File: src/rtl/mips32_pkg.sv
// Shared mips32 definitions: datapath width, NOP encoding, reset PC default,
// fetch FSM state encoding, PC next-select codes and the IF/ID register layout.
// No ports; imported by the fetch stage files.
package mips32_pkg;

    localparam int XLEN = 32;

    localparam logic [XLEN-1:0] NOP              = 32'h0000_0000;
    localparam logic [XLEN-1:0] RESET_PC_DEFAULT = 32'h0000_0000;

    // Instructions are word aligned; the low two address bits are always zero.
    localparam logic [XLEN-1:0] ALIGN_MASK       = 32'hFFFF_FFFC;

    typedef enum logic {
        FETCH         = 1'b0,
        REDIRECT_WAIT = 1'b1
    } fetch_state_t;

    typedef enum logic [1:0] {
        PC_HOLD   = 2'd0,
        PC_INC    = 2'd1,
        PC_TARGET = 2'd2,
        PC_PEND   = 2'd3
    } pc_sel_t;

    typedef struct packed {
        logic [XLEN-1:0] instr;
        logic [XLEN-1:0] pc4;
        logic            valid;
    } if_id_t;

    localparam if_id_t IF_ID_BUBBLE = '{instr: NOP, pc4: '0, valid: 1'b0};

    function automatic logic [XLEN-1:0] align_word(input logic [XLEN-1:0] addr);
        return addr & ALIGN_MASK;
    endfunction

endpackage

File: src/rtl/fetch_unit_if.sv
// Fetch-stage bus bundle: instruction-memory request/response plus the IF/ID
// register outputs. master = fetch_unit (drives imem_req/imem_addr/if_id_*),
// slave = memory + decode side (drives imem_rdata/imem_ready).
interface fetch_unit_if;
    import mips32_pkg::*;

    logic            imem_req;
    logic [XLEN-1:0] imem_addr;
    logic [XLEN-1:0] imem_rdata;
    logic            imem_ready;
    logic [XLEN-1:0] if_id_instr;
    logic [XLEN-1:0] if_id_pc4;
    logic            if_id_valid;

    modport master (
        output imem_req, imem_addr, if_id_instr, if_id_pc4, if_id_valid,
        input  imem_rdata, imem_ready
    );

    modport slave (
        input  imem_req, imem_addr, if_id_instr, if_id_pc4, if_id_valid,
        output imem_rdata, imem_ready
    );

endinterface

File: src/rtl/fetch_unit_pc_register.sv
// Program counter flop with next-PC select (hold / +4 / target / pending target).
// Ports: clk, rst_n (async active-low), sel, target, pend_target in; pc, pc_plus4 out.
// Redirect addresses are word-aligned here so callers can pass raw targets.
module pc_register
    import mips32_pkg::*;
#(
    parameter logic [XLEN-1:0] RESET_PC = RESET_PC_DEFAULT
) (
    input  logic            clk,
    input  logic            rst_n,
    input  pc_sel_t         sel,
    input  logic [XLEN-1:0] target,
    input  logic [XLEN-1:0] pend_target,
    output logic [XLEN-1:0] pc,
    output logic [XLEN-1:0] pc_plus4
);

    logic [XLEN-1:0] pc_next;

    // Modulo 2^32: 32'hFFFF_FFFC + 4 wraps to zero.
    assign pc_plus4 = pc + XLEN'(4);

    always_comb begin
        pc_next = pc;
        case (sel)
            PC_HOLD:   pc_next = pc;
            PC_INC:    pc_next = pc_plus4;
            PC_TARGET: pc_next = align_word(target);
            PC_PEND:   pc_next = align_word(pend_target);
            default:   pc_next = pc;
        endcase
    end

    always_ff @(posedge clk or negedge rst_n) begin
        if (!rst_n) begin
            pc <= RESET_PC;
        end else begin
            pc <= pc_next;
        end
    end

endmodule

File: src/rtl/fetch_unit.sv
// mips32 instruction fetch: owns the PC, drives imem, loads IF/ID; redirects on
// taken branches. All outputs registered; one instruction per cycle when not stalled.
// Backpressure: stall freezes everything; imem_ready=0 inserts bubbles.
// Ports: clk, rst_n, stall, is_branch, branch_target; bus (fetch_unit_if.master).
// Build option: define FETCH_DELAY_SLOT_EN to keep the instruction fetched
// alongside a redirect (MIPS delay slot) instead of squashing it.
module fetch_unit
    import mips32_pkg::*;
#(
    parameter logic [XLEN-1:0] RESET_PC = RESET_PC_DEFAULT
) (
    input  logic              clk,
    input  logic              rst_n,
    input  logic              stall,
    input  logic              is_branch,
    input  logic [XLEN-1:0]   branch_target,
    fetch_unit_if.master      bus
);

    fetch_state_t    state;
    fetch_state_t    state_next;
    pc_sel_t         pc_sel;
    logic [XLEN-1:0] pc;
    logic [XLEN-1:0] pc_plus4;
    logic [XLEN-1:0] pend_target;
    logic [XLEN-1:0] pend_next;
    logic            req_q;
    logic            done;
    if_id_t          if_id;
    if_id_t          if_id_next;
    if_id_t          captured;

    // Request is registered so there is no input-to-output path; it rises on
    // the first edge after reset release and stays high.
    always_ff @(posedge clk or negedge rst_n) begin
        if (!rst_n) begin
            req_q <= 1'b0;
        end else begin
            req_q <= 1'b1;
        end
    end

    assign done     = req_q & bus.imem_ready;
    assign captured = '{instr: bus.imem_rdata, pc4: pc_plus4, valid: 1'b1};

    // ---------------- FSM: state register ----------------
    always_ff @(posedge clk or negedge rst_n) begin
        if (!rst_n) begin
            state <= FETCH;
        end else begin
            state <= state_next;
        end
    end

    // ---------------- FSM: next state ----------------
    // A redirect that cannot retire the outstanding fetch parks in
    // REDIRECT_WAIT, keeping the old address on the bus until memory answers.
    always_comb begin
        state_next = state;
        if (!stall) begin
            case (state)
                FETCH:         if (is_branch && !done) state_next = REDIRECT_WAIT;
                REDIRECT_WAIT: if (done)               state_next = FETCH;
                default:       state_next = FETCH;
            endcase
        end
    end

    // ---------------- FSM: outputs ----------------
    always_comb begin
        pc_sel     = PC_HOLD;
        pend_next  = pend_target;
        if_id_next = if_id;
        if (!stall) begin
            if_id_next = IF_ID_BUBBLE;
            case (state)
                FETCH: begin
                    if (is_branch) begin
                        if (done) begin
                            pc_sel = PC_TARGET;
`ifdef FETCH_DELAY_SLOT_EN
                            if_id_next = captured;
`endif
                        end else begin
                            pend_next = branch_target;
                        end
                    end else if (done) begin
                        pc_sel     = PC_INC;
                        if_id_next = captured;
                    end
                end
                REDIRECT_WAIT: begin
                    // The newest taken branch wins over an older pending one,
                    // including when it arrives on the completing cycle.
                    if (is_branch) pend_next = branch_target;
                    if (done) begin
                        pc_sel = is_branch ? PC_TARGET : PC_PEND;
`ifdef FETCH_DELAY_SLOT_EN
                        if_id_next = captured;
`endif
                    end
                end
                default: ;
            endcase
        end
    end

    always_ff @(posedge clk or negedge rst_n) begin
        if (!rst_n) begin
            if_id       <= IF_ID_BUBBLE;
            pend_target <= '0;
        end else begin
            if_id       <= if_id_next;
            pend_target <= pend_next;
        end
    end

    pc_register #(
        .RESET_PC (RESET_PC)
    ) u_pc (
        .clk         (clk),
        .rst_n       (rst_n),
        .sel         (pc_sel),
        .target      (branch_target),
        .pend_target (pend_target),
        .pc          (pc),
        .pc_plus4    (pc_plus4)
    );

    assign bus.imem_req    = req_q;
    assign bus.imem_addr   = pc;
    assign bus.if_id_instr = if_id.instr;
    assign bus.if_id_pc4   = if_id.pc4;
    assign bus.if_id_valid = if_id.valid;

endmodule

File: src/flat_wrapper.sv
// flat-port wrapper written by rule: the top's interface ports become plain ports
module fetch_unit_flat import mips32_pkg::*;
#(
    parameter logic [XLEN-1:0] RESET_PC = RESET_PC_DEFAULT
)
  (clk, rst_n, stall, is_branch, branch_target, bus_imem_req, bus_imem_addr, bus_if_id_instr, bus_if_id_pc4, bus_if_id_valid, bus_imem_rdata, bus_imem_ready);
  fetch_unit_if bus_i ();
  input  logic clk;
  input  logic rst_n;
  input  logic stall;
  input  logic is_branch;
  input  logic [XLEN-1:0] branch_target;
  output wire logic [$bits(bus_i.imem_req)-1:0] bus_imem_req;
  output wire logic [$bits(bus_i.imem_addr)-1:0] bus_imem_addr;
  output wire logic [$bits(bus_i.if_id_instr)-1:0] bus_if_id_instr;
  output wire logic [$bits(bus_i.if_id_pc4)-1:0] bus_if_id_pc4;
  output wire logic [$bits(bus_i.if_id_valid)-1:0] bus_if_id_valid;
  input wire logic [$bits(bus_i.imem_rdata)-1:0] bus_imem_rdata;
  input wire logic [$bits(bus_i.imem_ready)-1:0] bus_imem_ready;
  assign bus_imem_req = bus_i.imem_req;
  assign bus_imem_addr = bus_i.imem_addr;
  assign bus_if_id_instr = bus_i.if_id_instr;
  assign bus_if_id_pc4 = bus_i.if_id_pc4;
  assign bus_if_id_valid = bus_i.if_id_valid;
  assign bus_i.imem_rdata = bus_imem_rdata;
  assign bus_i.imem_ready = bus_imem_ready;
  fetch_unit #(.RESET_PC(RESET_PC)) u_core (.clk(clk), .rst_n(rst_n), .stall(stall), .is_branch(is_branch), .branch_target(branch_target), .bus(bus_i));
endmodule
File: config.mk
export PLATFORM = sky130hd
export DESIGN_NAME = fetch_unit_flat
export DESIGN_NICKNAME = d
export VERILOG_FILES = /design/src/rtl/mips32_pkg.sv /design/src/rtl/fetch_unit_if.sv /design/src/rtl/fetch_unit_pc_register.sv /design/src/rtl/fetch_unit.sv /design/src/flat_wrapper.sv
export SDC_FILE = /design/constraint.sdc
export NUM_CORES = 1
export LEC_CHECK = 0
export CELL_PAD_IN_SITES_DETAIL_PLACEMENT = 1
export CELL_PAD_IN_SITES_GLOBAL_PLACEMENT = 1
export CORE_ASPECT_RATIO = 2
export CORE_MARGIN = 5
export CORE_UTILIZATION = 40
export DETAILED_ROUTE_END_ITERATION = 10
export DONT_BUFFER_PORTS = 1
export PLACE_DENSITY_LB_ADDON = 0.12
export RECOVER_POWER = 50
export SYNTH_ARGS = -nofsm -noshare
export SYNTH_HDL_FRONTEND = slang
export SYNTH_SLANG_ARGS = --single-unit
File: constraint.sdc
create_clock -name clk -period 4.5 [get_ports clk]
set_clock_uncertainty 0.05 [all_clocks]
set_input_delay 0.45 -clock clk [delete_from_list [all_inputs] [get_ports clk]]
set_output_delay 0.45 -clock clk [all_outputs]
set_load 0.02 [all_outputs]
### Yosys cells after proc, flatten, opt, wreduce, memory -nomap -nowiden

Index checks and enable logic that the tools add are counted.

* register bits after elaboration: 131
* word-level logic and storage cells: 39

* $add $sub $neg: 1
* equal/unequal tests: 6
* mux-type cells: 18
* bitwise operators: 3
* reduce and logical (&&, ||, !) cells: 4

Operators with widths (count)
* 2-to-1 mux 65 bit: 3
* 2-to-1 mux 32 bit: 3
* case mux 32 bit (3 select lines): 1
* case mux 32 bit (2 select lines): 1
* adder 32 x 3 -> 32 bit, second input constant: 1
* 2-to-1 mux 2 bit: 4
* != test 2 bit, second input constant: 3
* == test 2 bit, second input constant: 2
* 2-to-1 mux 1 bit: 4
* case mux 2 bit (2 select lines): 1
* AND reduction 4 bit: 1
* == test 2 x 1 -> 1 bit, second input constant: 1
* zero test 2 bit: 1
* inverter 1 bit: 2
* case mux 1 bit (2 select lines): 1
* AND 1 bit: 1
* logical AND 1 bit: 1
* zero test 1 bit: 1

### Longest topological paths before layout

Gate-level depths: netlist (run 1).

* depth after elaboration: 7
* gate-level depth with buffers: 7
* depth with buffers taken out: 5

### Cells and area by module

From an unflattened synthesis (run 1), not the netlist that was laid out.

* cells, all modules: 559
* area, all modules: 6382.4 sq um

Modules (own cells, without submodules)
* fetch_unit: instances 1, cells an instance 223, area each 3585.9 sq um, sequential area each 2477.4 sq um
* pc_register: instances 1, cells an instance 336, area each 2796.4 sq um, sequential area each 750.7 sq um

### Worst setup path after synthesis (run 1)

Ideal clock, no wire load.

* path kind: register -> register
* from: register u_core.u_pc.pc[2]
* to: register u_core.u_pc.pc[22]
* library setup time: 142 ps
* data arrival time: 2149 ps
* data required time: 4308 ps
* slack: 2159 ps
* cell stages (with the launch flop): 8
* path buffers: 2
* cells stage by stage: dfrtp_1 -> ha_1 -> nand4_1 -> or4_1 -> clkbuf_1 -> buf_2 -> o311ai_0 -> nand4_1

* word-level cells in the longest chain between the ends: 2

RTL lines
* from (decl): line fetch_unit_pc_register.sv:14 `output logic [XLEN-1:0] pc,`
* from (signal assigned): line fetch_unit_pc_register.sv:38 `pc <= pc_next;`
* adder 32 x 3 -> 32 bit: line fetch_unit_pc_register.sv:21 `assign pc_plus4 = pc + XLEN'(4);`
* case mux 32 bit (3 select lines): line fetch_unit_pc_register.sv:25 `case (sel)`

No other way between the ends.
A chain may end at the register's enable or synchronous reset.

### Final worst setup path (run 1)

* from: register u_core.u_pc.pc[2]
* to: register u_core.if_id, in the netlist u_core.bus.if_id_pc4[26]

* word-level cells in the longest chain between the ends: 4

RTL lines
* adder 32 x 3 -> 32 bit: line fetch_unit_pc_register.sv:21
* 2-to-1 mux 65 bit: line fetch_unit.sv:87 `end else if (done) begin`
* 2-to-1 mux 65 bit: line fetch_unit.sv:78 `if (is_branch) begin`
* 2-to-1 mux 65 bit: line fetch_unit.sv:76 `case (state)`
* to (signal assigned): line fetch_unit.sv:113 `if_id <= if_id_next;`
* to (decl): line fetch_unit.sv:29 `if_id_t if_id;`

No other way between the ends.

==> qor.txt, run 1 <==
global-route wire length before repair - 30.2 mm
Post-Synth XOR/XNOR Area - 0.0160
r2r endpoint - u_core.bus.if_id_pc4[26]$_DFFE_PN0N_
number of distinct library cells after synthesis - 62
largest family of logic cells by synthesized area - compound AO/OA/AOI/OAI gates
RSZ-0062 raised after global routing - false
top layer reached by signal wires - met4
Max Cap Viol - 0
final period utilization - 0.681
Main synth FF type - dfrtp_1
Final Max Tran Viols - 0
Avg Cell Area, Syn - 10.5 um2
R2R depth - 5
antenna violations before repair - 0
Post-Route WL - 18.9 mm
Setup crit end kind - flip-flop
Cell Area, Synth - 6020 um2
port buffer count - 0
GRT Total Usage - 0.216
Rows - 63
Synth Area in Simple Gates - 0.161
largest net degree at the start of global routing - 127
Crit path arrival time - 3360 ps
Worst-Skew Late Latency - 420 ps
Root Buffer - clkbuf_16
crit path launch type - flip-flop
Max Fclk - 0.326 GHz
DP HPWL - 12.6 mm
Clock Sinks - 126
Max Root-Sink Buffers - 2
synthesis-stage register bit count - 126
Clock Pin Slew Worst Setup and Hold Paths - 60 ps
met1 wire length - 7.54 mm
core area - 14800 um2
fraction of layout cells with a size suffix above 1 - 0.152
status - completed
fin util - 0.461
Pleak - 2.84 nW
Post-CTS Resized - 0
Hold Path Class - input port to flip-flop
Final Cell Area - 6840 um2
via count - 4696
worst slew pin tran - 1030 ps
reg2reg setup slack - 1440 ps
most frequent cells in the layout - dfrtp_1, nand2_1, a22o_1
Adder-Cell Fraction of Synth Area - 0.00208
r2r startpoint - u_core.u_pc.pc[2]$_DFFE_PN0P_
drt first pass iters - 5
Final ANT Viol Nets - 0
post-synth top area cell - dfrtp_1
CP Max Fanout - 16
Synth top area share - 0.523
final setup margin - 1440 ps
Synth Instances - 572
Post-Place Cell Area - 6110 um2
IO Pins - 167
relative slew slack - 0.305
WL per Instance - 25.1 um
vias in the first global route - 5126
CTS Buf Count - 17
number of diodes - 0
pwr dens - 533 nW/um2
sequential area share after synthesis - 0.523
die extent in y - 184 um
Vias per Instance - 6.23
CTS tree - yes
Initial Util - 0.406
Hold Path End - u_core.bus.if_id_pc4[29]$_DFFE_PN0N_
Yosys warnings - 0
endpoints failing setup - 0
nets@finish - 616
worst vdd ir - 282 uV
setup_tns - 0 ps
EDFF count, synth - 0
WP data required - 4800 ps
DR WL met2 - 9.78 mm
Hold Path Stages - 2
die area - 17800 um2
minimum clock period - 3060 ps
total grt overflow - 0
commonest non-fill, non-tap cell in the layout - dfrtp_1
dominant cells by area after synthesis - dfrtp_1, a22o_1, mux2_2
Final Hold Violating Endpoints - 0
CTS HTree Levels - 4
GP Congestion - 0.779
post-synthesis async set-or-reset flop share - 1.00
drt first-iter violations - 284
met3 WL - 1.32 mm
Placement Setup Slack - 1450 ps
Worst Setup Path Type - flip-flop to flip-flop
die width - 96.8 um
drt drc - 0
area grow syn2layout - 13.5%
Synth Area in Compound Gates - 0.192
hold_sp - stall
multiplexer share of the synthesized area - 0.0611
[routing by layer]
| layer | global-route usage | vias up |
|---|---|---|
| met3 | 0.0741 | 17 |
| met4 | 0.0709 | 0 |
| li1 | - | 2096 |
| met2 | 0.375 | 162 |
| met1 | 0.249 | 2421 |
| met5 | 0 | - |
[cells in the mapped netlist, types with 3 or more instances]
cell and number:
a21oi_1 6, a221o_1 3, a222oi_1 8, a22o_1 43, a22oi_1 3, a32o_1 3, and3_1 5, buf_2 8
buf_4 3, clkbuf_1 41, dfrtp_1 126, inv_1 7, mux2_2 30, mux2i_1 3, nand2_1 70, nand3_1 22
nand4_1 16, nand4b_1 3, nor2_1 23, nor3_1 11, nor4_1 7, o211ai_1 14, o21ai_0 29, o22ai_1 4
o2bb2ai_1 6, o311ai_0 7, o311ai_1 3, or2_2 4, or3_1 3, or4_1 10, xnor2_1 10
[state kept, by name (all words and copies together), names as in the netlist]
| name | cells |
|---|---|
| u_core.bus.if_id_valid | 1 |
| u_core.pend_target | 30 |
| u_core.bus.if_id_pc4 | 31 |
| u_core.state | 1 |
| u_core.bus.imem_req | 1 |
| u_core.bus.if_id_instr | 32 |
| u_core.u_pc.pc | 30 |
[worst max-delay path by stage]
stage	from	endpoint	slack, ps
2_1_floorplan	u_core.u_pc.pc[2]$_DFFE_PN0P_	u_core.u_pc.pc[22]$_DFFE_PN0P_	2160
3_3_place_gp	u_core.u_pc.pc[2]$_DFFE_PN0P_	u_core.bus.if_id_pc4[26]$_DFFE_PN0N_	1460
3_5_place_dp	u_core.u_pc.pc[2]$_DFFE_PN0P_	u_core.bus.if_id_pc4[26]$_DFFE_PN0N_	1450
4_1_cts	u_core.u_pc.pc[2]$_DFFE_PN0P_	u_core.bus.if_id_pc4[26]$_DFFE_PN0N_	1400
5_1_grt	u_core.u_pc.pc[2]$_DFFE_PN0P_	u_core.bus.if_id_pc4[26]$_DFFE_PN0N_	1200
6_report	u_core.u_pc.pc[2]$_DFFE_PN0P_	u_core.bus.if_id_pc4[26]$_DFFE_PN0N_	1440
[cell type report]
type,instances,area [um2]
clock buffer,19,453
sequential,126,3150
clock inverter,13,234
multi-input combinational,384,2630
fill,1659,7980
timing repair buffer,10,97.6
tap,195,244
inverter,7,26.3
[stage by stage]
stage	hold slack (ps)	cells	power, W
finish	105	754	0.00364
global placement	108	720	0.00200
floorplan	104	573	0.00189
CTS	96.3	754	0.00368
global route	94.5	754	0.00380
detailed placement	109	720	0.00203
[power breakdown]
group	internal, W	switching [W]	leakage [nW]
registers	0.00127	0.000361	1.62
logic	0.000184	0.000215	0.888
clock network	0.00107	0.000542	0.326
total	0.00253	0.00112	2.84
[logic make-up (layout without fill, tap and decap cells)]
family,count (synthesis),after routing
and+or+nand+nor,188,188
adders and majority gates,1,1
xor gates and xnor gates,11,11
DFF,126,126
muxes,33,33
buffers and inverters,63,49
other,2,3
AOI/OAI and AO/OA,148,148
[worst max-delay path, stage by stage, from the launching register on]
cell and delay [ps]:
dfrtp_1 630, ha_1 330, nand4_1 380, or4_1 850
or4_1 620, nand3_1 120
[what timing repair did]
action / CTS / global route
setup endpoints to repair: 0 / 0
hold buffers: 2 / 0
endpoints found under the hold margin: 126 / 0
buffers inserted: 0 / 0
(Power assumes the default switching activity.)
==> inputs of run 2 (changes only) <==
==> constraint.sdc (replaced) <==
create_clock -name clk -period 2.48 [get_ports clk]
set_clock_uncertainty 0.05 [all_clocks]
set_input_delay 0.248 -clock clk [delete_from_list [all_inputs] [get_ports clk]]
set_output_delay 0.248 -clock clk [all_outputs]
set_load 0.02 [all_outputs]
==> qor.txt, run 2 (synthesized netlist as in run 1, its figures left out) <==
GP Congestion - 0.813 (+4.3%)
Clock Sinks - 126 (unchanged)
drt first-iter violations - 254 (-11%)
Post-Route WL - 20.5 mm (+8.4%)
Pleak - 3.24 nW (+14%)
DP HPWL - 13.5 mm (+7.8%)
Vias per Instance - 6.00 (-3.6%)
area grow syn2layout - 27.3%
IO Pins - 167 (unchanged)
global-route wire length before repair - 32.7 mm (+8.2%)
CTS Hold Bufs - 66 (+64)
Final ANT Viol Nets - 0 (unchanged)
dpl cells - 760 (+5.6%)
cell mode on critical path - or4_1
Hold Path Class - input port to async pin
Worst Setup Path Type - flip-flop to flip-flop
largest net degree at the start of global routing - 127 (unchanged)
Max Cap Viol - 0 (unchanged)
drt first pass iters - 5 (unchanged)
Post-CTS Setup Bufs - 0 (unchanged)
Initial Util - 0.406 (unchanged)
fraction of layout cells with a size suffix above 1 - 0.187 (+0.0350)
CTS Buf Count - 17 (unchanged)
final setup margin - 101 ps (-1340 ps)
endpoints failing setup - 0 (unchanged)
Setup crit end kind - flip-flop
die area - 17800 um2 (unchanged)
Power Internal - 0.00427 W (+69%)
setup_tns - 0 ps (unchanged)
Placement Setup Slack - 163 ps (-1290 ps)
failing checks - negative hold slack
CTS HTree Levels - 4 (unchanged)
die extent in y - 184 um (unchanged)
sequential share of power - 0.411 (-0.037)
Rows - 63 (unchanged)
Root Buffer - clkbuf_16
core area - 14800 um2 (unchanged)
Post-CTS Resized - 0 (unchanged)
die width - 96.8 um (unchanged)
switch share - 0.327 (+0.0201)
CP Max Fanout - 16 (unchanged)
total grt overflow - 0 (unchanged)
worst slew pin tran - 751 ps (-283 ps)
Max Fclk - 0.420 GHz (+29%)
Final Hold Violating Endpoints - 126 (+126)
Power Total - 0.00635 W (+74%)
status - complete, but fails checks
vias in the first global route - 5616 (+9.6%)
Largest register FFs - 32 (unchanged)
Crit path arrival time - 2680 ps (-680 ps)
Slowest Stage Delay on Critical Path - 760 ps (-90 ps)
most frequent cells in the layout - dfrtp_1, nand2_1, dlygate4sd3_1
CTS tree - yes
GRT Total Usage - 0.234 (+0.0183)
number of diodes - 0 (unchanged)
Psw - 0.00208 W (+86%)
Worst path top cell family by delay - simple AND/OR/NAND/NOR gates
worst vdd ir - 479 uV (+70%)
port buffer count - 0 (unchanged)
WP buf/inv - 0 (unchanged)
final period utilization - 0.959 (+0.278)
Clock Power Share - 0.375 (-0.068)
crit path launch type - flip-flop
WP data required - 2780 ps (-2020 ps)
nets@finish - 720 (+17%)
hold slack - -530 ps (-634 ps)
Comb pwr share - 0.214 (+0.105)
commonest non-fill, non-tap cell in the layout - dfrtp_1
Final Max Tran Viols - 0 (unchanged)
CP Cell Sequence - ha_1 -> nand4_1 -> or4_1 -> or4_1 -> nand3_1
Final Non-Filler Cells - 858 (+14%)
relative slew slack - 0.498 (+0.193)
RSZ-0062 raised after global routing - false
via count - 5149 (+9.6%)
Clock Pin Slew Worst Setup and Hold Paths - 60 ps (about the same)
minimum clock period - 2380 ps (-684 ps)
drt drc - 0 (unchanged)
crit path max-delay cell type - or4_1
WL per Instance - 23.9 um (-4.8%)
pwr dens - 828 nW/um2 (+55%)
Worst-Skew Late Latency - 420 ps (about the same)
antenna violations before repair - 0 (unchanged)
Max Root-Sink Buffers - 2 (unchanged)
[run 2: cell types whose count changed in the layout (fill, tap and decap cells not counted)]
cell	delta
clkbuf_8	-2
clkinv_4	+1
bufinv_16	-5
clkinv_2	-1
clkinvlp_4	+3
buf_12	+1
inv_6	+3
clkbuf_1	+1
buf_4	+39
dlygate4sd3_1	+64
[run 2: per-stage QoR]
step / cell area [um2] / hold WS [ps] / util
6_report: 7670 / -530 / 0.517
2_1_floorplan: 6030 / -97.6 / -
4_1_cts: 7670 / -548 / 0.517
5_1_grt: 7670 / -557 / 0.517
3_3_place_gp: 6420 / -94.1 / 0.433
3_5_place_dp: 6420 / -93.0 / 0.433
[run 2: path summary, 6_finish.rpt]
check | from | end | slack, ps | cells past startpoint
min in group clk | branch_target[12] | u_core.u_pc.pc[12]$_DFFE_PN0P_ | 20 | 2
max reg2reg | u_core.u_pc.pc[3]$_DFFE_PN0P_ | u_core.bus.if_id_pc4[26]$_DFFE_PN0N_ | 100 | 5
max in group asynchronous | rst_n | u_core.bus.if_id_pc4[27]$_DFFE_PN0N_ | 2680 | 0
max | u_core.u_pc.pc[3]$_DFFE_PN0P_ | u_core.bus.if_id_pc4[26]$_DFFE_PN0N_ | 100 | 5
min | rst_n | u_core.bus.if_id_instr[28]$_DFFE_PN0N_ | -530 | 0
min reg2reg | u_core.pend_target[6]$_DFFE_PN0P_ | u_core.pend_target[6]$_DFFE_PN0P_ | 460 | 1
[run 2: routing by layer]
| metal | track usage | share of wire | up-vias |
|---|---|---|---|
| li1 | - | - | 2309 |
| met1 | 0.259 | 0.38 | 2636 |
| met2 | 0.415 | 0.53 | 172 |
| met3 | 0.0820 | 0.070 | 32 |
| met4 | 0.0838 | 0.023 | 0 |
| met5 | 0 | 0 | - |
[run 2: cell type report]
| class | instances | area [um2] |
|---|---|---|
| Timing Repair Buffer | 114 | 1050 |
| Sequential cell | 126 | 3150 |
| Fill cell | 1642 | 7150 |
| Multi-Input combinational cell | 384 | 2630 |
| Clock inverter | 14 | 136 |
| Tap cell | 195 | 244 |
| Inverter | 7 | 26.3 |
| Clock buffer | 18 | 429 |
[run 2: power groups by stage]
stage | clock, W | combinational [W] | sequential [W]
2_1_floorplan | 0 | 0.000647 | 0.00277
3_3_place_gp | 0 | 0.00122 | 0.00263
3_5_place_dp | 0 | 0.00126 | 0.00264
4_1_cts | 0.00244 | 0.00137 | 0.00261
5_1_grt | 0.00255 | 0.00147 | 0.00264
6_report | 0.00238 | 0.00136 | 0.00261
==> inputs of run 3 (changes only) <==
--- a/config.mk
+++ b/config.mk
@@ -13,7 +13,6 @@
 export DETAILED_ROUTE_END_ITERATION = 10
 export DONT_BUFFER_PORTS = 1
 export PLACE_DENSITY_LB_ADDON = 0.12
-export RECOVER_POWER = 50
 export SYNTH_ARGS = -nofsm -noshare
 export SYNTH_HDL_FRONTEND = slang
 export SYNTH_SLANG_ARGS = --single-unit
==> qor.txt, run 3 (synthesized netlist as in run 1, its figures left out) <==
final period utilization - 0.959 (about the same)
antenna violations before repair - 0 (unchanged)
vias in the first global route - 5616 (unchanged)
largest net degree at the start of global routing - 127 (unchanged)
Final Hold Violating Endpoints - 126 (unchanged)
die extent in y - 184 um (unchanged)
GRT Total Usage - 0.234 (unchanged)
Crit path arrival time - 2680 ps (about the same)
Rows - 63 (unchanged)
WL per Instance - 23.9 um (about the same)
Placement Setup Slack - 163 ps (unchanged)
die width - 96.8 um (unchanged)
worst vdd ir - 479 uV (about the same)
final setup margin - 102 ps (+0.587 ps)
WP data required - 2780 ps (about the same)
Final ANT Viol Nets - 0 (unchanged)
pwr dens - 828 nW/um2 (about the same)
Post-Route WL - 20.5 mm (about the same)
RSZ-0062 raised after global routing - false
Post-CTS Setup Bufs - 0 (unchanged)
R2R depth - 5 (unchanged)
Post-CTS Resized - 0 (unchanged)
nets@finish - 720 (unchanged)
die area - 17800 um2 (unchanged)
Power Total - 0.00635 W (about the same)
Hold Path Class - input port to async pin
core area - 14800 um2 (unchanged)
CTS tree - yes
Worst-Skew Late Latency - 420 ps (about the same)
Max Cap Viol - 0 (unchanged)
endpoints failing setup - 0 (unchanged)
most frequent cells in the layout - dfrtp_1, nand2_1, dlygate4sd3_1
GP Congestion - 0.813 (unchanged)
fraction of layout cells with a size suffix above 1 - 0.187 (unchanged)
Max Fclk - 0.420 GHz (about the same)
CTS Buf Count - 17 (unchanged)
Vias per Instance - 6.00 (about the same)
status - complete, but fails checks
DP HPWL - 13.5 mm (unchanged)
Clock Sinks - 126 (unchanged)
Max Root-Sink Buffers - 2 (unchanged)
setup_tns - 0 ps (unchanged)
Final Max Tran Viols - 0 (unchanged)
port buffer count - 0 (unchanged)
CTS Hold Bufs - 66 (unchanged)
failing checks - negative hold slack
r2r startpoint - u_core.u_pc.pc[3]$_DFFE_PN0P_
via count - 5151 (+0.039%)
number of diodes - 0 (unchanged)
Largest register FFs - 32 (unchanged)
drt drc - 0 (unchanged)
worst slew pin tran - 751 ps (unchanged)
commonest non-fill, non-tap cell in the layout - dfrtp_1
relative slew slack - 0.498 (unchanged)
total grt overflow - 0 (unchanged)
Clock Pin Slew Worst Setup and Hold Paths - 60 ps (about the same)
CP Max Fanout - 16 (unchanged)
Setup crit end kind - flip-flop
IO Pins - 167 (unchanged)
r2r endpoint - u_core.bus.if_id_pc4[26]$_DFFE_PN0N_
CTS HTree Levels - 4 (unchanged)
area grow syn2layout - 27.3% (unchanged)
global-route wire length before repair - 32.7 mm (unchanged)
reg2reg setup slack - 100 ps (about the same)
drt first pass iters - 5 (unchanged)
crit path launch type - flip-flop
hold slack - -530 ps (-0.0250 ps)
drt first-iter violations - 254 (unchanged)
Pleak - 3.24 nW (about the same)
Post-Place Cell Area - 6420 um2 (unchanged)
Root Buffer - clkbuf_16
Worst Setup Path Type - flip-flop to flip-flop
minimum clock period - 2380 ps (-0.587 ps)
Initial Util - 0.406 (unchanged)
Final Cell Area - 7670 um2 (unchanged)
run 3: cell counts in the layout (fill, tap and decap cells not counted):
No cell type changed its count.
run 3: worst max-delay path by stage:
stage,from,to,slack [ps],cells past startpoint
after floorplan,u_core.u_pc.pc[2]$_DFFE_PN0P_,u_core.u_pc.pc[22]$_DFFE_PN0P_,140,7
after global placement,u_core.u_pc.pc[2]$_DFFE_PN0P_,u_core.bus.if_id_pc4[26]$_DFFE_PN0N_,220,5
after detailed placement,u_core.u_pc.pc[2]$_DFFE_PN0P_,u_core.bus.if_id_pc4[26]$_DFFE_PN0N_,160,5
after CTS,u_core.u_pc.pc[2]$_DFFE_PN0P_,u_core.u_pc.pc[26]$_DFFE_PN0P_,120,5
after global routing,u_core.u_pc.pc[3]$_DFFE_PN0P_,u_core.u_pc.pc[26]$_DFFE_PN0P_,20,5
final,u_core.u_pc.pc[3]$_DFFE_PN0P_,u_core.bus.if_id_pc4[26]$_DFFE_PN0N_,100,5
run 3: report_power, final:
group	internal, W	switching [W]
Clock	0.00139	0.000988
Sequential	0.00231	0.000294
Combinational	0.000568	0.000793
Total	0.00427	0.00208
run 3: stage by stage:
stage / util / std cells
after floorplan: - / 573
after CTS: 0.517 / 858
after detailed placement: 0.433 / 760
final: 0.517 / 858
after global placement: 0.433 / 760
after global routing: 0.517 / 858
run 3: layer usage:
layer  wire (um)  up-vias  GRT usage  part of all wire
met2       10800      173      0.415              0.53
met5           0        -          0                 0
met1        7770     2637      0.259              0.38
met4         470        0     0.0838             0.023
li1            -     2309          -                 -
met3        1450       32     0.0820             0.071
run 3: final cells by class:
type                    instances  area, um2
inverters                       7       26.3
well taps                     195        244
repair buffers                114       1050
fillers                      1642       7150
clock inverters                14        136
clock buffers                  18        429
multi-input cells             384       2630
flip-flops and latches        126       3150
run 3: worst max-delay path, stage by stage, from the launching register on:
cell and delay (ps):
dfrtp_1 350, ha_1 260, nand4_1 150, or4_1 760
or4_1 630, nand3_1 110
